`src/rtl/dispense_pkg.sv`:
```
// Shared types and constants for the candy dispense sequencer.
package dispense_pkg;

    typedef enum logic [2:0] {
        IDLE   = 3'd0,
        STEP   = 3'd1,
        DC_RUN = 3'd2,
        DONE   = 3'd3,
        ERROR  = 3'd4
    } state_e;

    localparam logic [1:0] AMT_SMALL   = 2'b00;
    localparam logic [1:0] AMT_MED     = 2'b01;
    localparam logic [1:0] AMT_LARGE   = 2'b10;
    localparam logic [1:0] AMT_INVALID = 2'b11;

    typedef struct packed {
        logic step;
        logic dir;
        logic dc_in1;
        logic dc_in2;
        logic dc_pwm;
    } motor_out_t;

    // Stepper parked, DC bridge braked.
    localparam motor_out_t MOTOR_BRAKE = '{
        step:   1'b0,
        dir:    1'b0,
        dc_in1: 1'b0,
        dc_in2: 1'b1,
        dc_pwm: 1'b0
    };

endpackage

```
`src/rtl/dispense_tick_gen.sv`:
```
// Step-tick divider and DC PWM counter for the dispense sequencer.
module dispense_tick_gen #(
    parameter int unsigned STEP_DIV   = 2000,
    parameter int unsigned PWM_PERIOD = 200,
    parameter int unsigned PWM_DUTY   = 80
) (
    input  logic clk,
    input  logic rstn,
    input  logic i_en,
    input  logic i_clr,
    output logic o_tick_c,
    output logic o_pwm_c
);

    localparam int unsigned TICK_W = $clog2(STEP_DIV);
    localparam int unsigned PWM_W  = $clog2(PWM_PERIOD);

    logic [TICK_W-1:0] r_tick_cnt;
    logic [TICK_W-1:0] w_tick_cnt_nxt;
    logic [PWM_W-1:0]  r_pwm_cnt;
    logic [PWM_W-1:0]  w_pwm_cnt_inc;
    logic [PWM_W-1:0]  w_pwm_cnt_nxt;

    assign o_tick_c      = i_en && (r_tick_cnt == TICK_W'(STEP_DIV - 1));
    assign w_pwm_cnt_inc = (r_pwm_cnt == PWM_W'(PWM_PERIOD - 1)) ? '0 : r_pwm_cnt + PWM_W'(1);
    // PWM level for the next cycle, so the registered output lines up with the count.
    assign o_pwm_c       = (32'(w_pwm_cnt_inc) < PWM_DUTY);

    always_comb begin
        w_tick_cnt_nxt = r_tick_cnt;
        w_pwm_cnt_nxt  = r_pwm_cnt;
        if (i_clr) begin
            w_tick_cnt_nxt = '0;
            w_pwm_cnt_nxt  = '0;
        end else if (i_en) begin
            w_tick_cnt_nxt = o_tick_c ? '0 : r_tick_cnt + TICK_W'(1);
            w_pwm_cnt_nxt  = w_pwm_cnt_inc;
        end
    end

    always_ff @(posedge clk or negedge rstn) begin
        if (!rstn) begin
            r_tick_cnt <= '0;
            r_pwm_cnt  <= '0;
        end else begin
            r_tick_cnt <= w_tick_cnt_nxt;
            r_pwm_cnt  <= w_pwm_cnt_nxt;
        end
    end

endmodule

```
`src/rtl/dispense_sequencer.sv`:
```
// One candy-dispense transaction: counted stepper motion, timed DC run, req/ack handshake.
// Optional DISPENSE_ABORT_EN: a req drop during motion returns straight to IDLE.
module dispense_sequencer
    import dispense_pkg::*;
#(
    parameter int unsigned STEP_DIV    = 2000,
    parameter int unsigned PWM_PERIOD  = 200,
    parameter int unsigned PWM_DUTY    = 80,
    parameter int unsigned STEPS_SMALL = 200,
    parameter int unsigned STEPS_MED   = 400,
    parameter int unsigned STEPS_LARGE = 800,
    parameter int unsigned DC_HOLD     = 520
) (
    input  logic       clk,
    input  logic       rstn,
    input  logic       req_i,
    input  logic [1:0] amount_i,
    output logic       step_o,
    output logic       dir_o,
    output logic       dc_in1_o,
    output logic       dc_in2_o,
    output logic       dc_pwm_o,
    output logic       ack_o,
    output logic       busy_o,
    output logic       err_o
);

    localparam int unsigned CNT_W = 16;

    logic             r_req_s1;
    logic             r_req_s2;
    logic             r_req_d;
    logic [1:0]       r_amt_s1;
    logic [1:0]       r_amt_s2;
    state_e           r_state;
    logic [CNT_W-1:0] r_cnt;
    logic [CNT_W-1:0] r_target;
    motor_out_t       r_out;
    logic             r_ack;
    logic             r_busy;
    logic             r_err;

    state_e           w_next_state;
    logic [CNT_W-1:0] w_cnt_nxt;
    logic [CNT_W-1:0] w_target_nxt;
    motor_out_t       w_out_nxt;
    logic             w_step_nxt;
    logic             w_ack_nxt;
    logic             w_busy_nxt;
    logic             w_err_nxt;
    logic             w_rise;
    logic             w_en;
    logic             w_clr;
    logic             w_tick;
    logic             w_pwm;

    assign w_rise = r_req_s2 && !r_req_d;
    assign w_en   = (r_state == STEP) || (r_state == DC_RUN);
    assign w_clr  = (w_next_state != r_state);

    dispense_tick_gen #(
        .STEP_DIV   (STEP_DIV),
        .PWM_PERIOD (PWM_PERIOD),
        .PWM_DUTY   (PWM_DUTY)
    ) u_tick_gen (
        .clk      (clk),
        .rstn     (rstn),
        .i_en     (w_en),
        .i_clr    (w_clr),
        .o_tick_c (w_tick),
        .o_pwm_c  (w_pwm)
    );

    always_comb begin
        w_next_state = r_state;
        w_cnt_nxt    = r_cnt;
        w_target_nxt = r_target;
        w_step_nxt   = 1'b0;
        case (r_state)
            IDLE: begin
                if (w_rise) begin
                    w_cnt_nxt = '0;
                    case (r_amt_s2)
                        AMT_SMALL:   begin w_target_nxt = CNT_W'(STEPS_SMALL); w_next_state = STEP; end
                        AMT_MED:     begin w_target_nxt = CNT_W'(STEPS_MED);   w_next_state = STEP; end
                        AMT_LARGE:   begin w_target_nxt = CNT_W'(STEPS_LARGE); w_next_state = STEP; end
                        AMT_INVALID: w_next_state = ERROR;
                        default:     w_next_state = ERROR;
                    endcase
                end
            end
            STEP: begin
                w_step_nxt = r_out.step;
                if (w_tick) begin
                    w_step_nxt = !r_out.step;
                    // A completed step is counted on the falling half of the pulse.
                    if (r_out.step) begin
                        w_cnt_nxt = r_cnt + CNT_W'(1);
                        if (r_cnt + CNT_W'(1) == r_target) begin
                            w_cnt_nxt    = '0;
                            w_next_state = DC_RUN;
                        end
                    end
                end
`ifdef DISPENSE_ABORT_EN
                if (!r_req_s2) w_next_state = IDLE;
`endif
            end
            DC_RUN: begin
                if (w_tick) begin
                    w_cnt_nxt = r_cnt + CNT_W'(1);
                    if (r_cnt + CNT_W'(1) == CNT_W'(DC_HOLD)) begin
                        w_cnt_nxt    = '0;
                        w_next_state = DONE;
                    end
                end
`ifdef DISPENSE_ABORT_EN
                if (!r_req_s2) w_next_state = IDLE;
`endif
            end
            DONE, ERROR: begin
                if (!r_req_s2) w_next_state = IDLE;
            end
            default: w_next_state = IDLE;
        endcase

        w_out_nxt = MOTOR_BRAKE;
        if (w_next_state == STEP) begin
            w_out_nxt.step = w_step_nxt;
        end else if (w_next_state == DC_RUN) begin
            w_out_nxt.dc_in1 = 1'b1;
            w_out_nxt.dc_in2 = 1'b0;
            w_out_nxt.dc_pwm = (r_state == DC_RUN) ? w_pwm : (PWM_DUTY != 0);
        end
        w_busy_nxt = (w_next_state == STEP) || (w_next_state == DC_RUN);
        w_ack_nxt  = (w_next_state == DONE) || (w_next_state == ERROR);
        w_err_nxt  = (w_next_state == ERROR);
    end

    // Sync flops reset high so a req already asserted at reset release is not seen as an edge.
    always_ff @(posedge clk or negedge rstn) begin
        if (!rstn) begin
            r_req_s1 <= 1'b1;
            r_req_s2 <= 1'b1;
            r_req_d  <= 1'b1;
            r_amt_s1 <= '0;
            r_amt_s2 <= '0;
            r_state  <= IDLE;
            r_cnt    <= '0;
            r_target <= '0;
            r_out    <= MOTOR_BRAKE;
            r_ack    <= 1'b0;
            r_busy   <= 1'b0;
            r_err    <= 1'b0;
        end else begin
            r_req_s1 <= req_i;
            r_req_s2 <= r_req_s1;
            r_req_d  <= r_req_s2;
            r_amt_s1 <= amount_i;
            r_amt_s2 <= r_amt_s1;
            r_state  <= w_next_state;
            r_cnt    <= w_cnt_nxt;
            r_target <= w_target_nxt;
            r_out    <= w_out_nxt;
            r_ack    <= w_ack_nxt;
            r_busy   <= w_busy_nxt;
            r_err    <= w_err_nxt;
        end
    end

    assign step_o   = r_out.step;
    assign dir_o    = r_out.dir;
    assign dc_in1_o = r_out.dc_in1;
    assign dc_in2_o = r_out.dc_in2;
    assign dc_pwm_o = r_out.dc_pwm;
    assign ack_o    = r_ack;
    assign busy_o   = r_busy;
    assign err_o    = r_err;

endmodule

```
`config.mk`:
```
export PLATFORM = sky130hd
export DESIGN_NAME = dispense_sequencer
export DESIGN_NICKNAME = d
export VERILOG_FILES = /design/src/rtl/dispense_pkg.sv /design/src/rtl/dispense_tick_gen.sv /design/src/rtl/dispense_sequencer.sv
export SDC_FILE = /design/constraint.sdc
export NUM_CORES = 1
export LEC_CHECK = 0
export ABC_AREA = 1
export CORE_MARGIN = 10
export CORE_UTILIZATION = 61
export DETAILED_ROUTE_END_ITERATION = 8
export PLACE_DENSITY = 0.88
export SETUP_SLACK_MARGIN = 0.3
export SLEW_MARGIN = 10
export SYNTH_ARGS = -nofsm -noshare
export SYNTH_HDL_FRONTEND = slang
export SYNTH_SLANG_ARGS = --single-unit
```
`constraint.sdc`:
```
create_clock -name clk -period 2.69 [get_ports clk]
set_clock_uncertainty 0.1 [all_clocks]
set_input_delay 0.6725 -clock clk [delete_from_list [all_inputs] [get_ports clk]]
set_output_delay 0.6725 -clock clk [all_outputs]
set_load 0.03 [all_outputs]
```
# After elaboration in Yosys (flattened, before gate mapping)
# Cells that the tools add are included.
dict set report op_classes {
  addsub 3
  order_cmp 1
  n_eq_ne 21
  muxes 29
  reduce_logical 16
}
# operator n
set ops {}
lappend ops {{$mux 16} 6}
lappend ops {{$pmux 16 s3} 2}
lappend ops {{$mux 11} 3}
lappend ops {{$mux 3} 9}
lappend ops {{$mux 8} 3}
lappend ops {{$add 16x1->16 const B} 1}
lappend ops {{$eq 16x10->1 const B} 1}
lappend ops {{$eq 16x16->1} 1}
lappend ops {{$eq 3x2->1 const B} 4}
lappend ops {{$pmux 3 s4} 1}
lappend ops {{$add 11x1->11 const B} 1}
lappend ops {{$eq 11x11->1 const B} 1}
lappend ops {{$add 8x1->8 const B} 1}
lappend ops {{$eq 8x8->1 const B} 1}
lappend ops {{$lt 8x7->1 const B} 1}
lappend ops {{$eq 3x1->1 const B} 2}
lappend ops {{$eq 3x3->1 const B} 2}
lappend ops {{$pmux 3 s2} 1}
lappend ops {{$reduce_bool 3->1} 2}
lappend ops {{$reduce_and 5->1} 1}
lappend ops {{$eq 2x2->1 const B} 2}
lappend ops {{$mux 1} 4}
lappend ops {{$ne 2x1->1 const B} 2}
lappend ops {{$ne 2x2->1 const B} 2}
lappend ops {{other kinds (12)} 16}
dict set report word_totals {
  ff_bits 68
  in_bits 5
  out_inout_bits 8
  wordCells 87
}

# Longest topological paths before layout
dict set report depth {
  ltp_word 9
  depth_mapped 18
}

# Cells and area by module
# Synthesis repeated with hierarchy kept, for this count alone.
dict set report hier_totals {
  cells_unflattened 492
  hier_area_um2 3651.0
}
# mod instances cells_each area_per_inst_um2
set by_module_without_submodules {}
lappend by_module_without_submodules {dispense_sequencer 1 337 2531.2}
lappend by_module_without_submodules {dispense_tick_gen 1 155 1119.8}

# Least setup slack after synthesis
# Ideal clock, no wire load.
dict set report synth_timing {
  kind {reg2reg}
  startpoint {reg r_cnt[0]}
  endpoint {reg u_tick_gen.r_tick_cnt[9]}
  setup_ns 0.122
  arrival_time_ns 1.988
  required_time_ns 2.468
  slack_ns 0.479
  path_stages_with_launch 19
  n_path_buf 1
  synth_period_minus_slack_ns 2.211
  path_cell_list {dfrtp_1 ha_1 nand2_1 inv_2 nand2_1 nand2_1 nand2_1 nand2_1 a21oi_1 nand3b_1 nor2_1 nand2_1 nand2_2 nand2_2 nand2_2 nand2_2 nand2_4 buf_12 nor2_2}
}
dict set report synth_via {
  elab_chain_len 8
}
# element line_no
set synth_lines {}
lappend synth_lines {{start, declared} dispense_sequencer.sv:36} ;# logic [CNT_W-1:0] r_cnt;
lappend synth_lines {{start signal, assigned} dispense_sequencer.sv:162} ;# r_cnt <= w_cnt_nxt;
lappend synth_lines {{$add 16x1->16 (*)} {dispense_sequencer.sv:99, dispense_sequencer.sv:112}}
lappend synth_lines {{$eq 16x16->1} dispense_sequencer.sv:99} ;# if (r_cnt + CNT_W'(1) == r_target) begin
lappend synth_lines {{$mux 3} dispense_sequencer.sv:99}
lappend synth_lines {{$mux 3} dispense_sequencer.sv:97} ;# if (r_out.step) begin
lappend synth_lines {{$mux 3} dispense_sequencer.sv:94} ;# if (w_tick) begin
lappend synth_lines {{$pmux 3 s4 (*)} dispense_sequencer.sv:79} ;# case (r_state)
lappend synth_lines {{via w_next_state[0]} dispense_sequencer.sv:43} ;# state_e w_next_state;
lappend synth_lines {{$ne 3x3->1 (*)} dispense_sequencer.sv:59} ;# assign w_clr = (w_next_state != r_state);
lappend synth_lines {{$mux 11 or $reduce_bool 2->1 (tied branches)} -}
lappend synth_lines {{end signal, assigned} dispense_tick_gen.sv:46} ;# r_tick_cnt <= w_tick_cnt_nxt;
lappend synth_lines {{end, declared} dispense_tick_gen.sv:18} ;# logic [TICK_W-1:0] r_tick_cnt;
# The timed path passes the listed nets; every way through them passes the cells marked *.
# A chain may end at the register's enable or synchronous reset.

# Final worst setup path
dict set report layout_timing {
  startpoint {reg r_cnt[0]}
  endpoint {reg u_tick_gen.r_tick_cnt[1]}
}
# Same word-level chain as after synthesis.

==> flow_summary.yaml <==
clocking:
  holdBufCountCts: 0
  cts_tree: "done"
  clk_pin_slew_ns: 0.07
  cts_max_level: 3
  clock_latency_ns: 0.35
  clock_tree.buffer_depth: 2
  cts_buffers: 9
  clockRootBuffer: "clkbuf_8"
  clock-sinks: 57
synth:
  async_flop_share: 1.000
  synthSimpleGateAreaFrac: 0.3570
  synth-xor-area-share: 0.01527
  synth-warning-count: 0
  synth_area_leader_cell: "dfrtp_1"
  synthTopCellsByArea: "dfrtp_1, nand2_1, inv_1"
  synth_fp_nets: 469
  synth_area_mm2: 0.003442
  synth-edff-count: 0
  yosysSeqAreaShare: 0.4158
  synth_compound_area_frac: 0.09887
  synth_fa_ha_area_frac: 0.02545
  synth.distinct_cells: 37
  synthCells: 457
  synthesis.area_per_instance_um2: 7.532
  synthFlopType: "dfrtp_1"
  synthMuxAreaShare: 0
  synth_top_family_by_area: "simple AND/OR/NAND/NOR gates"
  ys_seq_elements: 57
  yosysTopAreaCellShare: 0.3853
status:
  outcome: "complete, no violations"
job:
  maxCapViolations: 0
die:
  coreArea_mm2: 0.005507
  io_pins: 13
  dieHeight_um: 95.12
  start_util: 0.6251
  rows: 27
  dieWidth_um: 95.12
  die_area_mm2: 0.009047
setup_path:
  worst_ep_arrival_time_ns: 2.72
  startpoint_type: "flip-flop"
  cp-end-kind: "flip-flop"
  ff2ff_setup_slack_ns: 0.15
  r2r_cells: 17
  reg2reg_from: "r_cnt[0]$_DFFE_PN0P_"
  cp.required_ns: 2.87
  r2r-end: "u_tick_gen.r_tick_cnt[1]$_DFFE_PN0P_"
  criticalPathCategory: "reg2reg"
  cp_max_fo: 7
place:
  placed_cells: 540
  hpwl_um: 5676
  gp_congestion: 0.9619
  portBuffers: 11
  detailed_place.area_mm2: 0.003649
route:
  vias_per_cell: 6.220
  drt_iter0_markers: 467
  wl_um: 9996
  routedWlPerCell_um: 17.60
  firstDrtPassIters: 7
  drc_errors: 0
  vias: 3533
  ant_nets: 0
pwr:
  clkPwrFrac: 0.347
  p_seq_frac: 0.403
  power.switching_mw: 0.8841
  p_comb_frac: 0.250
  internal_power_mw: 1.877
  p_leak_nw: 1.964
  p_sw_frac: 0.3203
  total_power_mw: 2.761
  irDropWorstVdd_mv: 0.6044
  p_per_area_mw_per_mm2: 648.2
layout:
  final_util: 0.7735
  fin_area_mm2: 0.004259
  final_common_cell: "nand2_1"
  nNetsFinal: 503
  area_delta_synth_final_pct: 23.74
  layout_common_cells: "nand2_1, inv_1, dfrtp_1"
  diodes: 0
  stdcell_count: 568
  layout-drive-gt1-share: 0.2621
timing:
  relSlewSlack: 0.6260
  hold_violations: 0
  rsz0062_at_grt: "yes"
  setup_viol: 0
  final.min_clock_period_ns: 2.537
  period_share: 0.9432
  maxSlewViolCount: 0
  worstMarginPinSlew_ns: 0.5611
  fin_setup_tns_ns: 0
  max_clock_freq_ghz: 0.3941
global_routing:
  grt_util_all_layers: 0.1879
  antenna_found_initial: 0
  grt.overflow.total: 0
  grt_start_max_net_pins: 35
  grt_pass1_vias: 3070
  grt_pass1_wl_um: 13660
hold_path:
  hp-class: "in2async"
stage by stage:
step / setup slack [ns] / hold WS, ns
floorplan: 0.4792 / 0.2312
global placement: 0.2865 / 0.2472
detailed placement: 0.1175 / 0.2380
CTS: 0.3014 / 0.2157
global route: 0.04763 / 0.2419
finish: 0.1527 / 0.2020
synthesized netlist by cell type, types with 2 or more instances:
master and count:
and3_1 3, o211ai_1 2, ha_1 7, nand2_2 13, nand2_1 106, nand3_2 2, nand3_1 36, nor2_1 40
o21ai_0 29, inv_1 62, nor2_2 13, inv_2 4, nor2_4 11, nor3_1 11, dfstp_2 4, dfrtp_1 53
a22oi_1 2, nor4_1 2, o22ai_1 12, nand3b_1 2, a21oi_1 9, xor2_1 4, clkbuf_1 3, xnor2_1 2
nand4_1 13
worst max-delay path, stage by stage (launching register included):
cell     delay [ns]
dfrtp_1        0.41
buf_6          0.13
nand2_2        0.06
nor2_4         0.25
nand2_2        0.09
nand2_2        0.09
nand2_1        0.10
nor2_2         0.18
nand3_1        0.14
nor2_2         0.15
nand3_2        0.10
nand2_2        0.08
inv_2          0.06
nand2_4        0.08
nand2_4        0.08
nand2_8        0.15
nand2_8        0.09
nor2_4         0.11
power groups by stage:
stage               combinational [mW]  sequential, mW  clock, mW
floorplan                        0.468            1.09          0
global placement                 0.549            1.11          0
detailed placement               0.579            1.12          0
CTS                              0.599            1.10      0.956
global route                     0.773            1.13      0.996
finish                           0.691            1.11      0.959
metal layers:
layer  wire [um]  vias up  GRT usage  share of wire
li1            -     1562          -              -
met1        3812     1655     0.2265           0.38
met2        4678      253     0.3136           0.47
met3         960       63    0.04949          0.096
met4         546        0    0.07357          0.055
met5           0        -          0              0
what timing repair did:
item                       CTS  global route
resized for setup           14            57
setup endpoints to repair   33            38
gates cloned                 2             1
pin swaps                    5            16
buffers inserted             2             7
registers in the layout, summed over array words and instances, names as in the netlist, 2 cells and up:
name and cells:
r_amt_s1 2, r_amt_s2 2, r_cnt 16, r_state 3
r_target 5, u_tick_gen.r_pwm_cnt 8, u_tick_gen.r_tick_cnt 11
cells by family (layout without fill, tap and decap cells):
family / Yosys count / count (layout)
AND/OR/NAND/NOR: 253 / 256
buffers and inverters: 73 / 109
AO/OA/AOI/OAI: 60 / 60
flip-flops: 57 / 57
adder cells (fa/ha/maj): 7 / 7
XOR/XNOR: 6 / 6
other: 1 / 1
worst max path at each step:
stage,from,to,cells after the start
3_5_place_dp,r_cnt[0]$_DFFE_PN0P_,u_tick_gen.r_pwm_cnt[0]$_DFFE_PN0P_,16
5_1_grt,r_cnt[1]$_DFFE_PN0P_,u_tick_gen.r_pwm_cnt[7]$_DFFE_PN0P_,17
2_1_floorplan,r_cnt[0]$_DFFE_PN0P_,u_tick_gen.r_tick_cnt[9]$_DFFE_PN0P_,18
3_3_place_gp,r_cnt[0]$_DFFE_PN0P_,r_cnt[3]$_DFFE_PN0P_,14
4_1_cts,r_cnt[1]$_DFFE_PN0P_,u_tick_gen.r_pwm_cnt[6]$_DFFE_PN0P_,15
6_report,r_cnt[0]$_DFFE_PN0P_,u_tick_gen.r_tick_cnt[1]$_DFFE_PN0P_,17
layout make-up:
cell class	count	area, um^2
clock buffer	12	165.2
clock inverter	4	73.82
fill	316	1247
inverter	67	254.0
multi-input combinational	330	2004
sequential	57	1434
tap	72	90.09
timing repair buffer	26	237.7
Note: power is estimated with default switching activity, not from simulation.
